File: config.mk
export PLATFORM = sky130hd
export DESIGN_NAME = apb_master_mux
export DESIGN_NICKNAME = d
export VERILOG_FILES = /design/src/rtl/apb_master_mux.sv
export SDC_FILE = /design/constraint.sdc
export NUM_CORES = 1
export LEC_CHECK = 0
export CAP_MARGIN = 0
export CORE_UTILIZATION = 30
export DETAILED_ROUTE_END_ITERATION = 16
export PLACE_DENSITY = 0.7
export RECOVER_POWER = 25
export SYNTH_ARGS = -nofsm -noshare
export SYNTH_HDL_FRONTEND = slang
export SYNTH_SLANG_ARGS = --single-unit
File: constraint.sdc
create_clock -name pclk -period 3.6 [get_ports pclk]
set_clock_uncertainty 0.1 [all_clocks]
set_input_delay 0.72 -clock pclk [delete_from_list [all_inputs] [get_ports pclk]]
set_output_delay 0.72 -clock pclk [all_outputs]
set_load 0.1 [all_outputs]
File: src/rtl/apb_master_mux.sv
// rtl/apb_master_mux.sv - valid/ready to APB master with slave decode, return mux and wait-state timeout
module apb_master_mux #(
  parameter int ADDR_WIDTH = 8,
  parameter int DATA_WIDTH = 32,
  parameter int NUM_SLAVES = 4,
  parameter int TIMEOUT    = 15
) (
  input  logic                             pclk,
  input  logic                             presetn,
  input  logic                             req_valid,
  output logic                             req_ready,
  input  logic                             req_write,
  input  logic [ADDR_WIDTH-1:0]            req_addr,
  input  logic [DATA_WIDTH-1:0]            req_wdata,
  output logic                             rsp_valid,
  output logic [DATA_WIDTH-1:0]            rsp_rdata,
  output logic                             rsp_err,
  output logic [ADDR_WIDTH-1:0]            paddr,
  output logic                             pwrite,
  output logic [DATA_WIDTH-1:0]            pwdata,
  output logic [NUM_SLAVES-1:0]            psel,
  output logic                             penable,
  input  logic [NUM_SLAVES-1:0]            pready,
  input  logic [NUM_SLAVES*DATA_WIDTH-1:0] prdata,
  input  logic [NUM_SLAVES-1:0]            pslverr
);

  localparam int SW = $clog2(NUM_SLAVES);
  localparam int CW = (TIMEOUT < 1) ? 1 : $clog2(TIMEOUT + 1);
  localparam logic [CW-1:0] TO_VAL = CW'(TIMEOUT);

  typedef enum logic [1:0] {
    S_IDLE,
    S_SETUP,
    S_ACCESS
  } state_t;

  state_t r_state;
  state_t w_next;

  logic [SW-1:0]         r_sel;
  logic [CW-1:0]         r_wait;
  logic [NUM_SLAVES-1:0] r_psel;
  logic                  r_penable;
  logic [ADDR_WIDTH-1:0] r_paddr;
  logic                  r_pwrite;
  logic [DATA_WIDTH-1:0] r_pwdata;
  logic                  r_rsp_valid;
  logic [DATA_WIDTH-1:0] r_rsp_rdata;
  logic                  r_rsp_err;

  logic [SW-1:0]         w_req_sel;
  logic                  w_ready_sel;
  logic                  w_err_sel;
  logic [DATA_WIDTH-1:0] w_rdata_sel;
  logic                  w_timeout;
  logic                  w_done;
  logic                  w_abort;

  assign w_req_sel   = req_addr[ADDR_WIDTH-1 -: SW];
  assign w_ready_sel = pready[r_sel];
  assign w_err_sel   = pslverr[r_sel];
  assign w_rdata_sel = prdata[r_sel*DATA_WIDTH +: DATA_WIDTH];
  assign w_timeout   = (TIMEOUT != 0) && (r_wait == TO_VAL);
  // A ready slave always wins over a timeout landing in the same cycle.
  assign w_done      = (r_state == S_ACCESS) && w_ready_sel;
  assign w_abort     = (r_state == S_ACCESS) && !w_ready_sel && w_timeout;

  always_ff @(posedge pclk) begin
    if (!presetn) begin
      r_state <= S_IDLE;
    end else begin
      r_state <= w_next;
    end
  end

  always_comb begin
    w_next = r_state;
    case (r_state)
      S_IDLE:   if (req_valid) w_next = S_SETUP;
      S_SETUP:  w_next = S_ACCESS;
      S_ACCESS: if (w_done || w_abort) w_next = S_IDLE;
      default:  w_next = S_IDLE;
    endcase
  end

  always_ff @(posedge pclk) begin
    if (!presetn) begin
      r_sel       <= '0;
      r_wait      <= '0;
      r_psel      <= '0;
      r_penable   <= 1'b0;
      r_paddr     <= '0;
      r_pwrite    <= 1'b0;
      r_pwdata    <= '0;
      r_rsp_valid <= 1'b0;
      r_rsp_rdata <= '0;
      r_rsp_err   <= 1'b0;
    end else begin
      r_rsp_valid <= 1'b0;
      case (r_state)
        S_IDLE: begin
          if (req_valid) begin
            r_paddr  <= req_addr;
            r_pwrite <= req_write;
            r_pwdata <= req_wdata;
            r_sel    <= w_req_sel;
            r_psel   <= NUM_SLAVES'(1) << w_req_sel;
          end
        end
        S_SETUP: begin
          r_penable <= 1'b1;
          r_wait    <= '0;
        end
        S_ACCESS: begin
          if (w_done) begin
            r_rsp_valid <= 1'b1;
            r_rsp_err   <= w_err_sel;
            r_rsp_rdata <= r_pwrite ? '0 : w_rdata_sel;
            r_psel      <= '0;
            r_penable   <= 1'b0;
          end else if (w_abort) begin
            r_rsp_valid <= 1'b1;
            r_rsp_err   <= 1'b1;
            r_rsp_rdata <= '0;
            r_psel      <= '0;
            r_penable   <= 1'b0;
          end else begin
            r_wait <= r_wait + CW'(1);
          end
        end
        default: begin
          r_psel    <= '0;
          r_penable <= 1'b0;
        end
      endcase
    end
  end

  assign req_ready = (r_state == S_IDLE);
  assign rsp_valid = r_rsp_valid;
  assign rsp_rdata = r_rsp_rdata;
  assign rsp_err   = r_rsp_err;
  assign paddr     = r_paddr;
  assign pwrite    = r_pwrite;
  assign pwdata    = r_pwdata;
  assign psel      = r_psel;
  assign penable   = r_penable;

endmodule

# Yosys cells after proc, flatten, opt, wreduce, memory -nomap -nowiden
# Index checks and enable logic that the tools add are counted.
dict set report word_totals {
  elab_cells 64
  ff_bits 88
  output_inout_bits 81
  inputBits 180
}
dict set report classes {
  addsub 1
  mux 24
  reduce_logical 15
  n_eq_ne 8
  n_lt_le_gt_ge 1
  bitwise 2
  shifts 2
}
# op count
set op_table {}
lappend op_table {{$shiftx 128x8->32} 1}
lappend op_table {{$mux 32} 3}
lappend op_table {{$mux 4} 5}
lappend op_table {{$pmux 4 s3} 1}
lappend op_table {{$reduce_and 2->1} 5}
lappend op_table {{$mux 1} 8}
lappend op_table {{$pmux 4 s2} 1}
lappend op_table {{$ne 2x2->1 const B} 3}
lappend op_table {{$pmux 2 s3} 1}
lappend op_table {{$reduce_and 3->1} 2}
lappend op_table {{$add 4x1->4 const B} 1}
lappend op_table {{$bmux 1 s2} 2}
lappend op_table {{$eq 4x4->1 const B} 1}
lappend op_table {{$mux 2} 2}
lappend op_table {{$reduce_bool 2->1} 2}
lappend op_table {{$shl 1x2->4 const A} 1}
lappend op_table {{$logic_and 1x1->1} 3}
lappend op_table {{$lt 2x3->1 const B} 1}
lappend op_table {{$ne 3x3->1 const B} 1}
lappend op_table {{$pmux 1 s3} 1}
lappend op_table {{$eq 2x1->1 const B} 1}
lappend op_table {{$eq 2x2->1 const B} 1}
lappend op_table {{$logic_not 2->1} 1}
lappend op_table {{$ne 2x1->1 const B} 1}
lappend op_table {{other kinds (3)} 4}

# Logic depth before layout (Yosys ltp)
# Gate-level depths: netlist (run 1).
dict set report logic_depth {
  depth_word 8
  mapped_depth 6
  depth_no_buf 4
}

# Worst setup path after synthesis (run 1)
# Ideal clock, no wire load.
dict set report synth_timing {
  path_kind {reg-to-reg}
  from {register r_sel[0]}
  to {register r_rsp_rdata[10] (netlist: rsp_rdata[10])}
  required_time_ns 3.383
  slack_ns 0.899
  stages_incl_launch_ff 5
  setup_time_ns 0.117
  period_less_slack_ns 2.701
  n_path_buf 2
  arrival_ns 2.484
  cell_sequence {dfxtp_1 -> buf_6 -> buf_1 -> mux4_2 -> a32o_1}
}
dict set report synth_via {
  elab_chain_len 7
  word_cells_on_any_way 11
  cone_classes {shift: 1; mux: 4; reduce/logical: 6}
}
# item line_no
set synth_lines {}
lappend synth_lines {{start: declaration} 41} ;# logic [SW-1:0] r_sel;
lappend synth_lines {{start signal: assignment} 107} ;# r_sel <= w_req_sel;
lappend synth_lines {{parallel branches: the longest is 7 deep, another holds $shiftx 128x8->32} n/a}
lappend synth_lines {{end signal: assignment} 119} ;# r_rsp_rdata <= r_pwrite ? '0 : w_rdata_sel;
lappend synth_lines {{end: declaration} 49} ;# logic [DATA_WIDTH-1:0] r_rsp_rdata;
# Parallel ways; which one is timed is not known. The select of a mux whose other input is x is not followed.
# A chain may end at the register's enable or synchronous reset.

# Worst setup path in the final report (run 1)
dict set report layout_timing {
  from {input port presetn}
  to {register r_penable (netlist: penable)}
}
# item line_no
set layout_lines {}
lappend layout_lines {{start: declaration} 9} ;# input logic presetn,
lappend layout_lines {{end signal: assignment} 92} ;# r_penable <= 1'b0;
lappend layout_lines {{end signal: assignment} 112} ;# r_penable <= 1'b1;
lappend layout_lines {{end signal: assignment} 121} ;# r_penable <= 1'b0;
lappend layout_lines {{end: declaration} 44} ;# logic r_penable;
# No word-level cell between the ends.

==> impl_metrics.ini, run 1 <==
[synth]
async_reset_ff_share_pct = 0
synth_cells = 363
ys_seq_area_share_pct = 45.2
synth-main-ff-cell = dfxtp_1
synth_edf_count = 0
avgSynthCellArea_um2 = 10.5
synth-seq-cells = 86
ys_types = 31
syn-num-nets = 544
synth_area_um2 = 3800
synth_warnings = 0

[finish]
final_cell_area_um2 = 6710
area_delta_synth_final_pct = 76.3
layout.nets = 784
antenna_cells = 0
drive_above_1_share_pct = 10.0

[global_route]
overflow = 0
groute.usage.overall_pct = 19.7
grt_pass1_wl_um = 19800
grt_use_met2_pct = 36.3
grt_max_degree = 48
met3_usage_pct = 7.31
use_met1_pct = 21.6
gr-max-usage-layer = met2
grt_antenna_before_repair = 0
first_global_vias = 3858

[placement]
dpl_worst_slack_ns = 0.690
dpl_cell_area_um2 = 6480
gp_congestion = 0.804
hpwl_um = 10000
place.port_buffers = 260

[cts]
cts_tree = built
numCtsBuffers = 9
cts-resized-gates = 0
cts-hold-fix-buffers = 0
post-cts-setup-buffer-count = 0
clk_latency_ns = 0.33
htree_levels = 3
clock-sinks = 86
path_clk_slew_ns = 0.06
root_buffer = clkbuf_16
cts_buffer_depth = 2

[power_and_ir_drop]
power.density_nw_per_um2 = 412
leakage_nw = 2.36
ir_worst_vdd_uv = 238

[die]
io_pins = 261
core_um2 = 12200
die_x_um = 115
die_area_um2 = 13100
core.rowCount = 40
chipHeight_um = 115
start_util_pct = 31.2

[routing]
drt-initial-drc-count = 133
avgViaCountPerCell = 4.98
drtAntennaViolNets = 0
vias = 3865
drc = 0
wirelength_um = 13200
first_pass_iters = 4
wl_per_cell_um = 16.9

[timing]
final_hold_viol_count = 0
max-slew-margin-rel_pct = 5.06
fin_crit_ns = 2.78
finalMaxSlewViolations = 0
rsz0062_at_grt = no
final.setup.tns_ns = 0
period_share_pct = 77.3
setup_slack_ns = 0.817
tightest_slew_ns = 1.42
fmax_mhz = 359
setup_viol = 0

[critical_path]
cp_max_fo = 47
crit_start = presetn
crit_chain = buf_2 > clkbuf_2 > inv_1 > o32ai_1
path_depth = 4
endpoint = penable
worst-setup-path-type = input port to flop
critical-path-slowest-cell = inv_1
critPathLaunchType = input port
r2r_slack_ns = 0.94
r2r-start = r_sel[1]
worstPathArrival_ns = 2.91
crit_family = buffers and inverters
cp.required_ns = 3.73
timing.rr.end = rsp_rdata[8]
worst-path-buf-inv = 3
cp_slowest_stage_delay_ns = 0.89
cp-end-kind = flop
reg2regPathDepth = 3

[run_status]
status = completed

[job]
drv_cap = 0

[hold_path]
hold_path_class = flop to flop
tightest hold or removal path, delay by kind of cell (launching register included):
family	cells	cell delay, ns
AO/OA/AOI/OAI	1	0.05
flip-flops	1	0.31
AND/OR/NAND/NOR	1	0.05
Yosys cell counts (2+ instances only):
library cell	number	area (um^2)
nor2_1	4	15.0
inv_1	3	11.3
nand2b_1	3	18.8
buf_1	3	11.3
mux4_2	34	766
o32ai_1	4	35.0
nand3b_1	2	15.0
mux2i_1	5	50.1
dfxtp_1	86	1720
clkbuf_1	25	93.8
a32o_1	32	320
nor2b_1	3	18.8
nand2_1	90	338
a21oi_1	42	210
buf_2	7	35.0
nand3_1	5	25.0
cell type report:
cell class | instances | area (um^2)
inverters | 4 | 15.0
repair buffers | 265 | 2550
flip-flops and latches | 86 | 1720
multi-input cells | 237 | 1920
clock inverters | 7 | 71.3
well taps | 168 | 210
fillers | 1139 | 5500
clock buffers | 9 | 225
stage by stage:
stage	hold slack [ns]	std cells	util, %	power [mW]
2_1_floorplan	0.350	363	-	1.54
6_report	0.355	776	54.9	2.76
4_1_cts	0.356	776	55.5	2.80
5_1_grt	0.375	776	54.9	2.88
3_3_place_gp	0.342	760	53.0	1.86
3_5_place_dp	0.346	760	53.0	1.87
cell families after synthesis:
group	share of synthesized area, %
AND/OR/NAND/NOR	12.9
flip-flops	45.2
AO/OA/AOI/OAI	15.8
buffers and inverters	4.37
multiplexers	21.4
adder cells (fa/ha/maj)	0.329
power breakdown:
part / switching [mW] / internal, mW / total (mW)
Clock: 0.385 / 0.541 / 0.926
Combinational: 0.477 / 0.333 / 0.810
Sequential: 0.0287 / 0.996 / 1.02
Total: 0.890 / 1.87 / 2.76
how the worst min path moves through the flow:
stage | from | endpoint | slack [ns] | cells after the start
global route | pwdata[8] | pwdata[8] | 0.38 | 2
floorplan | r_wait[3] | r_wait[3] | 0.35 | 2
global placement | pwdata[9] | pwdata[9] | 0.34 | 2
finish | paddr[0] | paddr[0] | 0.35 | 2
CTS | pwdata[0] | pwdata[0] | 0.36 | 2
detailed placement | pwdata[0] | pwdata[0] | 0.35 | 2
placed cells by master (no fill, tap or decap):
cell / synthesis / layout
o21ai_2: 1 / 1
clkbuf_16: 0 / 9
o22ai_1: 1 / 1
clkbuf_2: 0 / 1
bufinv_16: 0 / 1
and3_1: 1 / 1
or3b_2: 1 / 1
or3_1: 1 / 1
buf_2: 7 / 1
nand2_1: 90 / 90
inv_1: 3 / 4
dlygate4sd3_1: 0 / 1
nor4b_1: 1 / 1
clkdlybuf4s50_1: 0 / 241
dfxtp_1: 86 / 85
clkinv_2: 0 / 3
a21oi_1: 42 / 42
o32ai_1: 4 / 4
inv_6: 0 / 3
nor3_1: 1 / 1
dfxtp_2: 0 / 1
buf_12: 0 / 1
clkbuf_1: 25 / 15
and4b_1: 1 / 1
a221oi_1: 1 / 1
nor3b_1: 1 / 1
o32a_1: 1 / 1
buf_4: 0 / 5
nand2b_1: 3 / 3
a32o_1: 32 / 32
nor2_1: 4 / 4
ha_1: 1 / 1
nor4_1: 1 / 1
nand3_1: 5 / 5
mux2i_1: 5 / 5
nand3b_1: 2 / 2
nor2b_1: 3 / 3
mux4_2: 34 / 34
per-layer routing:
layer / routed length, um / vias to the layer above
met3: 1250 / 16
met5: 0 / -
met2: 6790 / 179
met1: 4970 / 1837
li1: - / 1833
met4: 145 / 0
state kept, by name (all words and copies together), names as in the netlist:
register   cells
r_wait         4
psel           4
penable        1
r_sel          2
pwrite         1
pwdata        32
rsp_valid      1
rsp_err        1
r_state        2
rsp_rdata     32
paddr          6
(Power assumes the default switching activity.)
==> inputs of run 2 (changes only) <==
PLACE_DENSITY = 0.73   (was 0.7)
clock period = 2.36 ns   (was 3.6 ns; I/O delays follow)
==> impl_metrics.ini, run 2 (synthesis gave the netlist of run 1 again) <==
[run_status]
status = completed

[timing]
setup_viol = 0
max-slew-margin-rel_pct = 61.0
hold_ws_ns = 0.355
period_share_pct = 85.3
fmax_mhz = 497
final.setup.tns_ns = 0
finalMaxSlewViolations = 0
rsz0062_at_grt = no
setup_slack_ns = 0.347
fin_crit_ns = 2.01
tightest_slew_ns = 0.588
final_hold_viol_count = 0

[critical_path]
cp.required_ns = 2.47
critical-path-slowest-cell = mux4_2
reg2regPathDepth = 3
worstPathArrival_ns = 2.13
critPathLaunchType = flop
worst-path-buf-inv = 0
timing.rr.end = r_wait[1]
r2r-start = r_sel[0]
crit_chain = mux4_2 > or3_1 > mux2i_1
worst-setup-path-type = flop to flop
crit_family = multiplexers
r2r_slack_ns = 0.35
cp_slowest_stage_delay_ns = 0.64
cp_max_fo = 8
cp-end-kind = flop

[cts]
post-cts-setup-buffer-count = 0
numCtsBuffers = 9
cts-resized-gates = 0
cts_tree = built
cts_buffer_depth = 2
path_clk_slew_ns = 0.06
cts-hold-fix-buffers = 0
clk_latency_ns = 0.33
root_buffer = clkbuf_16
htree_levels = 3
clock-sinks = 86

[finish]
area_delta_synth_final_pct = 72.7
final_cell_mix = clkdlybuf4s50_1 (178), nand2_1 (90), dfxtp_1 (84), buf_4 (45), a21oi_1 (42)
layout.nets = 789
drive_above_1_share_pct = 23.4
final_common_cell = clkdlybuf4s50_1
final_cell_area_um2 = 6570
n_fill_cell = 1116

[routing]
drtAntennaViolNets = 0
wirelength_um = 13800
vias = 3874
wl_per_cell_um = 17.7
drt-initial-drc-count = 179
avgViaCountPerCell = 4.97
drc = 0
first_pass_iters = 4

[die]
die_area_um2 = 13100
core_um2 = 12200
chipHeight_um = 115
io_pins = 261
core.rowCount = 40
die_x_um = 115
start_util_pct = 31.2

[global_route]
grt_max_degree = 34
grt_antenna_before_repair = 1
gr-max-usage-layer = met2
groute.usage.overall_pct = 20.4
grt_use_met2_pct = 38.1
first_global_vias = 3831
grt_pass1_wl_um = 20400
met3_usage_pct = 6.72
use_met1_pct = 20.7
overflow = 0

[power_and_ir_drop]
p_comb_share_pct = 30.3
intPower_mw = 2.74
seq_power_share_pct = 38.6
ir_worst_vdd_uv = 325
power_frac_clock_pct = 31.1
power.total_mw = 4.06
p_switching_mw = 1.31
power.density_nw_per_um2 = 617
switching_share_pct = 32.4
leakage_nw = 2.54

[placement]
gp_congestion = 0.820
dpl_cell_area_um2 = 6420
place.port_buffers = 260
dpl_worst_slack_ns = 0.0193
hpwl_um = 10700

[hold_path]
hold_path_class = flop to flop
hold_depth = 2
hold_path_end = pwdata[15]
hold_start = pwdata[15]

[job]
drv_cap = 0
==> run 2: changes by cell type in the layout (fill, tap and decap cells not counted), moves of 3 or more <==
cell,previous run,this run
buf_12,1,6
buf_4,5,45
clkbuf_1,15,2
clkdlybuf4s50_1,241,178
inv_6,3,0
clkbuf_2,1,40
==> run 2: layout make-up <==
class	count	area, um^2	area share, %
Timing Repair Buffer	270	2440	37.2
Multi-Input combinational cell	237	1920	29.2
Sequential cell	86	1720	26.2
Clock buffer	12	246	3.75
Tap cell	168	210	3.20
Inverter	4	15.0	0.229
Clock inverter	2	10.0	0.152
Antenna cell	1	2.50	0.0381
==> run 2: worst max-delay path by stage <==
| stage | endpoint | cells after the start | startpoint |
|---|---|---|---|
| global placement | r_wait[1] | 4 | pready[3] |
| CTS | r_wait[1] | 3 | r_sel[0] |
| floorplan | rsp_rdata[22] | 4 | r_sel[0] |
| global route | r_wait[1] | 3 | r_sel[0] |
| finish | r_wait[1] | 3 | r_sel[0] |
| detailed placement | r_wait[1] | 4 | pready[3] |
==> run 2: per-stage QoR <==
step | cells | utilization (%)
after floorplan | 363 | -
after global placement | 765 | 52.5
after detailed placement | 765 | 52.5
after CTS | 779 | 54.6
after global routing | 780 | 53.8
final | 780 | 53.8
==> run 2: tightest hold or removal path, stage by stage, from the launching register on <==
cell     delay, ns
dfxtp_1       0.31
nand2_1       0.05
a21oi_1       0.05
==> run 2: routing by layer <==
layer	vias up	wire length (um)
met4	0	335
met5	-	0
met2	170	7240
met1	1846	5050
met3	17	1210
li1	1841	-
==> run 2: power groups by stage <==
stage / Combinational, mW / Clock [mW] / Sequential, mW
6_report: 1.23 / 1.26 / 1.57
5_1_grt: 1.29 / 1.36 / 1.57
4_1_cts: 1.26 / 1.30 / 1.57
3_5_place_dp: 1.26 / 0 / 1.60
3_3_place_gp: 1.24 / 0 / 1.60
2_1_floorplan: 0.309 / 0 / 2.04
